File: config.mk
export PLATFORM = sky130hd
export DESIGN_NAME = extend_unit
export DESIGN_NICKNAME = d
export VERILOG_FILES = /design/src/rtl/extend_pkg.sv /design/src/rtl/extend_core.sv /design/src/rtl/extend_unit.sv
export SDC_FILE = /design/constraint.sdc
export NUM_CORES = 1
export LEC_CHECK = 0
export BUFFER_PORTS_ARGS = -buffer_cell sky130_fd_sc_hd__clkbuf_2
export CORE_MARGIN = 4
export CORE_UTILIZATION = 30
export CTS_BUF_LIST = sky130_fd_sc_hd__clkbuf_4
export CTS_CLUSTER_DIAMETER = 80
export DETAILED_ROUTE_END_ITERATION = 10
export GPL_ROUTABILITY_DRIVEN = 0
export SLEW_MARGIN = 10
export SYNTH_ARGS = -nofsm -noshare
export SYNTH_HDL_FRONTEND = slang
export SYNTH_SLANG_ARGS = --single-unit
File: constraint.sdc
create_clock -name CLK -period 3.01 [get_ports CLK]
set_clock_uncertainty 0.15 [all_clocks]
set_input_delay 0.301 -clock CLK [delete_from_list [all_inputs] [get_ports CLK]]
set_output_delay 0.301 -clock CLK [all_outputs]
set_load 0.005 [all_outputs]
File: src/rtl/extend_pkg.sv
// Shared types for the immediate extender: extension modes and buffer occupancy.
package extend_pkg;

   localparam int MODE_W = 3;

   typedef enum logic [MODE_W-1:0] {
      SIGN      = 3'd0,
      ZERO      = 3'd1,
      UPPER     = 3'd2,
      SIGN_SHL2 = 3'd3,
      SIGN_BYTE = 3'd4,
      ZERO_BYTE = 3'd5,
      RSVD6     = 3'd6,
      RSVD7     = 3'd7
   } mode_t;

   typedef enum logic [1:0] {
      EMPTY = 2'd0,
      ONE   = 2'd1,
      FULL  = 2'd2
   } occ_t;

endpackage

File: src/rtl/extend_core.sv
// Combinational immediate extension: (imm, mode) -> (result, err); zero latency, no flow control.
// Reserved modes yield an all-zero result with err set.
module extend_core
   import extend_pkg::*;
#(
   parameter int IN_WIDTH  = 16,
   parameter int OUT_WIDTH = 32
) (
   input  logic [IN_WIDTH-1:0]  i_imm,
   input  logic [MODE_W-1:0]    i_mode,
   output logic [OUT_WIDTH-1:0] o_result,
   output logic                 o_err
);

   localparam int E = OUT_WIDTH - IN_WIDTH;

   logic [OUT_WIDTH-1:0] w_sext;
   logic [OUT_WIDTH-1:0] w_zext;
   logic [OUT_WIDTH-1:0] w_sbyte;
   logic [OUT_WIDTH-1:0] w_zbyte;

   assign w_sext  = OUT_WIDTH'($signed(i_imm));
   assign w_zext  = OUT_WIDTH'(i_imm);
   assign w_sbyte = OUT_WIDTH'($signed(i_imm[7:0]));
   assign w_zbyte = OUT_WIDTH'(i_imm[7:0]);

   always_comb begin
      o_result = '0;
      o_err    = 1'b0;
      case (mode_t'(i_mode))
         SIGN:      o_result = w_sext;
         ZERO:      o_result = w_zext;
         UPPER:     o_result = w_zext << E;
         SIGN_SHL2: o_result = w_sext << 2;
         SIGN_BYTE: o_result = w_sbyte;
         ZERO_BYTE: o_result = w_zbyte;
         default:   o_err    = 1'b1;
      endcase
   end

endmodule

File: src/rtl/extend_unit.sv
// Immediate extender with a 2-entry output buffer; result visible one cycle after push.
// IN_READY drops only when both entries are held and depends on registered state alone.
module extend_unit
   import extend_pkg::*;
#(
   parameter int IN_WIDTH  = 16,
   parameter int OUT_WIDTH = 32
) (
   input  logic                 CLK,
   input  logic                 RESET_N,
   input  logic                 IN_VALID,
   output logic                 IN_READY,
   input  logic [IN_WIDTH-1:0]  IN,
   input  logic [MODE_W-1:0]    MODE,
   output logic                 OUT_VALID,
   input  logic                 OUT_READY,
   output logic [OUT_WIDTH-1:0] OUT,
   output logic                 OUT_ERR
);

   localparam int ENT_W = OUT_WIDTH + 1;

   occ_t              r_occ;
   logic [ENT_W-1:0]  r_head;
   logic [ENT_W-1:0]  r_tail;

   logic [OUT_WIDTH-1:0] w_result;
   logic                 w_err;
   logic [ENT_W-1:0]     w_entry;
   logic                 w_push;
   logic                 w_pop;

   extend_core #(
      .IN_WIDTH  (IN_WIDTH),
      .OUT_WIDTH (OUT_WIDTH)
   ) u_core (
      .i_imm    (IN),
      .i_mode   (MODE),
      .o_result (w_result),
      .o_err    (w_err)
   );

   assign w_entry   = {w_err, w_result};
   assign IN_READY  = (r_occ != FULL);
   assign OUT_VALID = (r_occ != EMPTY);
   assign w_push    = IN_VALID && IN_READY;
   assign w_pop     = OUT_VALID && OUT_READY;

   // Head register always drives the output; gate it so an idle port reads zero.
   assign OUT     = OUT_VALID ? r_head[OUT_WIDTH-1:0] : '0;
   assign OUT_ERR = OUT_VALID & r_head[OUT_WIDTH];

   always_ff @(posedge CLK or negedge RESET_N) begin
      if (!RESET_N) begin
         r_occ  <= EMPTY;
         r_head <= '0;
         r_tail <= '0;
      end else begin
         case (r_occ)
            EMPTY: begin
               if (w_push) begin
                  r_head <= w_entry;
                  r_occ  <= ONE;
               end
            end
            ONE: begin
               if (w_push && w_pop) begin
                  r_head <= w_entry;
               end else if (w_push) begin
                  r_tail <= w_entry;
                  r_occ  <= FULL;
               end else if (w_pop) begin
                  r_occ  <= EMPTY;
               end
            end
            FULL: begin
               if (w_pop) begin
                  r_head <= r_tail;
                  r_occ  <= ONE;
               end
            end
            default: r_occ <= EMPTY;
         endcase
      end
   end

endmodule

# Word-level counts from Yosys, hierarchy flattened
# Index checks and enable logic that the tools add are counted.
dict set report word_totals {
  regBits 68
  out_inout_bits 35
  input_bits 23
  wordCells 42
}
dict set report classes {
  reduce_logical 11
  n_mux 13
  n_eq_ne 13
  bitwise_logic 2
}
# cell n
set op_table {}
lappend op_table {{$pmux 32 s6} 1}
lappend op_table {{$mux 33} 3}
lappend op_table {{$pmux 33 s3} 1}
lappend op_table {{$mux 32} 1}
lappend op_table {{$mux 2} 5}
lappend op_table {{$ne 2x2->1 const B} 5}
lappend op_table {{$reduce_and 4->1} 2}
lappend op_table {{$eq 3x2->1 const B} 2}
lappend op_table {{$eq 3x3->1 const B} 2}
lappend op_table {{$pmux 2 s3} 1}
lappend op_table {{$reduce_or 6->1} 1}
lappend op_table {{$eq 3x1->1 const B} 1}
lappend op_table {{$logic_and 1x1->1} 3}
lappend op_table {{$logic_not 3->1} 1}
lappend op_table {{$ne 3x3->1 const B} 1}
lappend op_table {{$reduce_and 3->1} 1}
lappend op_table {{$reduce_bool 3->1} 1}
lappend op_table {{$eq 2x1->1 const B} 1}
lappend op_table {{$eq 2x2->1 const B} 1}
lappend op_table {{$logic_not 2->1} 1}
lappend op_table {{$reduce_bool 2->1} 1}
lappend op_table {{$and 1x1->1} 1}
lappend op_table {{$mux 1} 1}
lappend op_table {{$not 1->1} 1}

# Depth between registers and ports, before layout
dict set report logic_depth {
  depth_word 6
  ltp_mapped 7
}

# By module
# Synthesis repeated with hierarchy kept, for this count alone.
dict set report hier_totals {
  hier_cells 321
  area_unflattened_um2 4205.3
}
# mod cells_per_inst area_each_um2 instances
set by_module_without_submodules {}
lappend by_module_without_submodules {extend_unit 228 3502.1 1}
lappend by_module_without_submodules {extend_core 93 703.2 1}

# Worst setup path after synthesis
# OpenSTA, ideal clock, no wires.
dict set report synth_timing {
  path_kind {input to register}
  from {input MODE[2]}
  to {register r_head[9]}
  setup_slack_ns 1.373
  t_required_ns 2.739
  cell_stages 6
  arrival_ns 1.366
  path_cell_list {buf_4 and3b_1 buf_2 a21o_1 a221o_1 a22o_1}
}
dict set report synth_via {
  elab_chain_cells 4
  elab_cells_between_ends 10
  classes_between {eq/ne (5); mux (4); reduce/logical (1)}
}
# element line_no
set synth_rtl {}
lappend synth_rtl {{from (decl)} extend_unit.sv:14} ;# input logic [MODE_W-1:0] MODE,
lappend synth_rtl {{$eq 3x3->1 (tied with other cells)} extend_core.sv:30} ;# case (mode_t'(i_mode))
lappend synth_rtl {{$pmux 32 s6 (*)} extend_core.sv:30}
lappend synth_rtl {{$mux 33 (on tied branches)} {extend_unit.sv:67, extend_unit.sv:61}}
lappend synth_rtl {{$pmux 33 s3 (*)} extend_unit.sv:59} ;# case (r_occ)
lappend synth_rtl {{to (signal assigned)} extend_unit.sv:62} ;# r_head <= w_entry;
lappend synth_rtl {{to (signal assigned)} extend_unit.sv:68} ;# r_head <= w_entry;
lappend synth_rtl {{to (signal assigned)} extend_unit.sv:78} ;# r_head <= r_tail;
lappend synth_rtl {{to (decl)} extend_unit.sv:24} ;# logic [ENT_W-1:0] r_head;
# Every way passes the cells marked *; elsewhere a longest branch is shown, timed or not. The select of a mux whose other input is x is not followed.
# A chain may end at the register's enable or synchronous reset.

# Final worst setup path
dict set report layout_timing {
  from {register r_occ[0]}
  to {output OUT[11]}
}
dict set report layout_via {
  elab_chain_cells 2
}
# element line_no
set layout_rtl {}
lappend layout_rtl {{from (decl)} extend_unit.sv:23} ;# occ_t r_occ;
lappend layout_rtl {{from (signal assigned)} extend_unit.sv:55} ;# r_occ <= EMPTY;
lappend layout_rtl {{from (signal assigned)} extend_unit.sv:63} ;# r_occ <= ONE;
lappend layout_rtl {{from (signal assigned)} extend_unit.sv:71} ;# r_occ <= FULL;
lappend layout_rtl {{$reduce_bool 2->1} extend_unit.sv:45} ;# assign OUT_VALID = (r_occ != EMPTY);
lappend layout_rtl {{$mux 32} extend_unit.sv:50} ;# assign OUT = OUT_VALID ? r_head[OUT_WIDTH-1:0] : '0;
lappend layout_rtl {{to (decl)} extend_unit.sv:17} ;# output logic [OUT_WIDTH-1:0] OUT,
# Every way passes these cells.

==> results.sh <==
export IMPL_rrSetupSlack_ns=0.74
export IMPL_postCtsHoldBufs=1
export IMPL_crit_chain="nor2_2 -> buf_12 -> nor2b_1 -> clkbuf_2"
export IMPL_drt_antenna_violating_nets=0
export IMPL_grt_pass1_wl_um=16720
export IMPL_syn_avg_cell_area_um2=9.639
export IMPL_grt_use_total=0.1451
export IMPL_maxCapViolations=0
export IMPL_status="completed"
export IMPL_drcViolationCount=0
export IMPL_start_util=0.3107
export IMPL_layout_nets=456
export IMPL_min_path_type="primary input to flop"
export IMPL_cts_resized=0
export IMPL_synthDominantCellAreaShare=0.4503
export IMPL_finalHoldViolations=0
export IMPL_first_pass_iters=4
export IMPL_synth_edf_count=0
export IMPL_synthFlopType="dfrtp_1"
export IMPL_cp_end_kind="primary output"
export IMPL_postCtsSetupRepairBufs=0
export IMPL_die_area_mm2=0.01446
export IMPL_crit_type="flop to primary output"
export IMPL_drive_gt1_frac=0.2179
export IMPL_syn_nets=415
export IMPL_finalCritPeriodShare=0.7763
export IMPL_async_flop_share=1.000
export IMPL_power_density_mw_per_mm2=597.0
export IMPL_routedWlPerCell_um=17.18
export IMPL_drt_vias_per_instance=5.217
export IMPL_fin_ws_ns=0.6733
export IMPL_syn_area_mm2=0.003779
export IMPL_grt_max_degree=69
export IMPL_vias=3151
export IMPL_io_pins=58
export IMPL_timing_critical_path_slowest_cell_delay_ns=0.58
export IMPL_finalSetupTns_ns=0
export IMPL_overflow=0
export IMPL_period_minus_slack_ns=2.337
export IMPL_setup_viol=0
export IMPL_vdd_drop_max_uv=247.0
export IMPL_cts_reportedPaths_clkPinSlew_ns=0.10
export IMPL_cp_max_fo=22
export IMPL_synth_top_area_cell="dfrtp_1"
export IMPL_start_kind="flop"
export IMPL_cts_root_buf="clkbuf_4"
export IMPL_syn_to_final_growth_pct=13.31
export IMPL_final_cell_mix="dfrtp_1, clkbuf_2, o21ai_0, a22o_1, nor2b_1"
export IMPL_crit_family="simple AND/OR/NAND/NOR gates"
export IMPL_detailed_place_hpwl_um=7225
export IMPL_final_common_cell="dfrtp_1"
export IMPL_relSlewSlack=0.4505
export IMPL_die_y_um=120.2
export IMPL_cp_required_ns=2.56
export IMPL_synth_area_leaders="dfrtp_1, a22o_1, nor2b_1, o21ai_0, nor2_1"
export IMPL_cts_tree="built"
export IMPL_core_mm2=0.01216
export IMPL_die_w_um=120.2
export IMPL_rsz0062_at_grt="no"
export IMPL_place_port_buffers=57
export IMPL_yosysSeqAreaShare=0.4503
export IMPL_cts_buffer_depth=2
export IMPL_pre_cts_slack_ns=0.6571
export IMPL_h_tree_depth=3
export IMPL_fmax_mhz=428.0
export IMPL_drt_initial_drc_count=262
export IMPL_wl_um=10370
export IMPL_synth_cells=392
export IMPL_antenna_found_initial=0
export IMPL_timing_final_max_slew_violations=0
export IMPL_worstSkewPairLatency_ns=0.42
export IMPL_rows=40
export IMPL_ys_warn_count=0
export IMPL_synthDistinctLibCells=44
export IMPL_final_util=0.3521
export IMPL_cp_arrival_ns=1.89
export IMPL_first_global_vias=3035
export IMPL_tightestPinTransition_ns=0.8243
export IMPL_clock_sinks=68
export IMPL_crit_buf_inv=2
export IMPL_cts_made_buffers=9
export IMPL_slowest_stage="nor2_2"
export IMPL_leakage_uw=0.002070
export IMPL_n_antenna_cell=0
export IMPL_ys_seq_elements=68
cells in the mapped netlist, types with 3 or more instances:
master	count
a211oi_1	7
a21o_1	14
a21oi_1	23
a221oi_1	3
a221oi_2	4
a22o_1	40
a22oi_1	7
and3_1	8
buf_2	19
buf_4	6
buf_6	4
clkbuf_1	6
dfrtp_1	68
inv_1	3
nand2_1	26
nor2_1	33
nor2b_1	34
o211a_1	5
o211ai_1	9
o21ai_0	40
o21ai_1	5
path summary, 6_finish.rpt:
check,startpoint,to,depth (start not counted)
setup / recovery,r_occ[0]$_DFFE_PN0P_,OUT[11],4
hold / removal,OUT_READY,r_occ[1]$_DFFE_PN0P_,2
setup reg to reg,r_occ[1]$_DFFE_PN0P_,r_tail[21]$_DFFE_PN0P_,5
hold reg to reg,r_head[5]$_DFFE_PN0P_,r_head[5]$_DFFE_PN0P_,1
max in group asynchronous,RESET_N,r_head[18]$_DFFE_PN0P_,3
min in group asynchronous,RESET_N,r_tail[28]$_DFFE_PN0P_,3
kinds of logic (layout without fill, tap and decap cells):
family                 after synthesis  after routing  share of synthesized area
and+or+nand+nor                    115            115                     0.1606
AOI/OAI and AO/OA                  165            165                     0.3219
DFF                                 68             68                     0.4503
buffers and inverters               42             86                    0.06192
muxes                                2              2                   0.005298
flip-flops by register name, summed over array words and instances (netlist names):
name / flops
r_head: 33
r_tail: 33
r_occ: 2
cell type report:
| cell class | count | area (µm²) |
|---|---|---|
| clock inverters | 4 | 42.54 |
| repair buffers | 67 | 387.9 |
| inverters | 5 | 18.77 |
| fillers | 1266 | 7880 |
| flip-flops and latches | 68 | 1702 |
| clock buffers | 10 | 75.07 |
| well taps | 168 | 210.2 |
| multi-input cells | 282 | 1846 |
per-layer routing:
layer	vias to the layer above	track usage	part of all wire	wire [µm]
li1	1502	-	-	-
met1	1542	0.2047	0.47	4906
met2	100	0.2251	0.46	4785
met3	7	0.03929	0.059	615
met4	0	0.02904	0.0064	66
met5	-	0	0	0
where the power goes:
part / total, µW / switching, µW / internal (µW)
Combinational: 745 / 406 / 339
Sequential: 1250 / 125 / 1130
Clock: 557 / 309 / 247
metrics by stage:
step                      hold slack, ns  cell area [µm²]  total power (µW)  std cells
after floorplan                  -0.1446             3779              1747        392
after global placement            0.2017             4154              2005        589
after detailed placement          0.2089             4154              2024        589
after CTS                        0.01940             4282              2587        604
after global routing             0.02556             4282              2731        604
final                            0.03595             4282              2556        604
No activity file was read; power rests on OpenSTA's default activity.
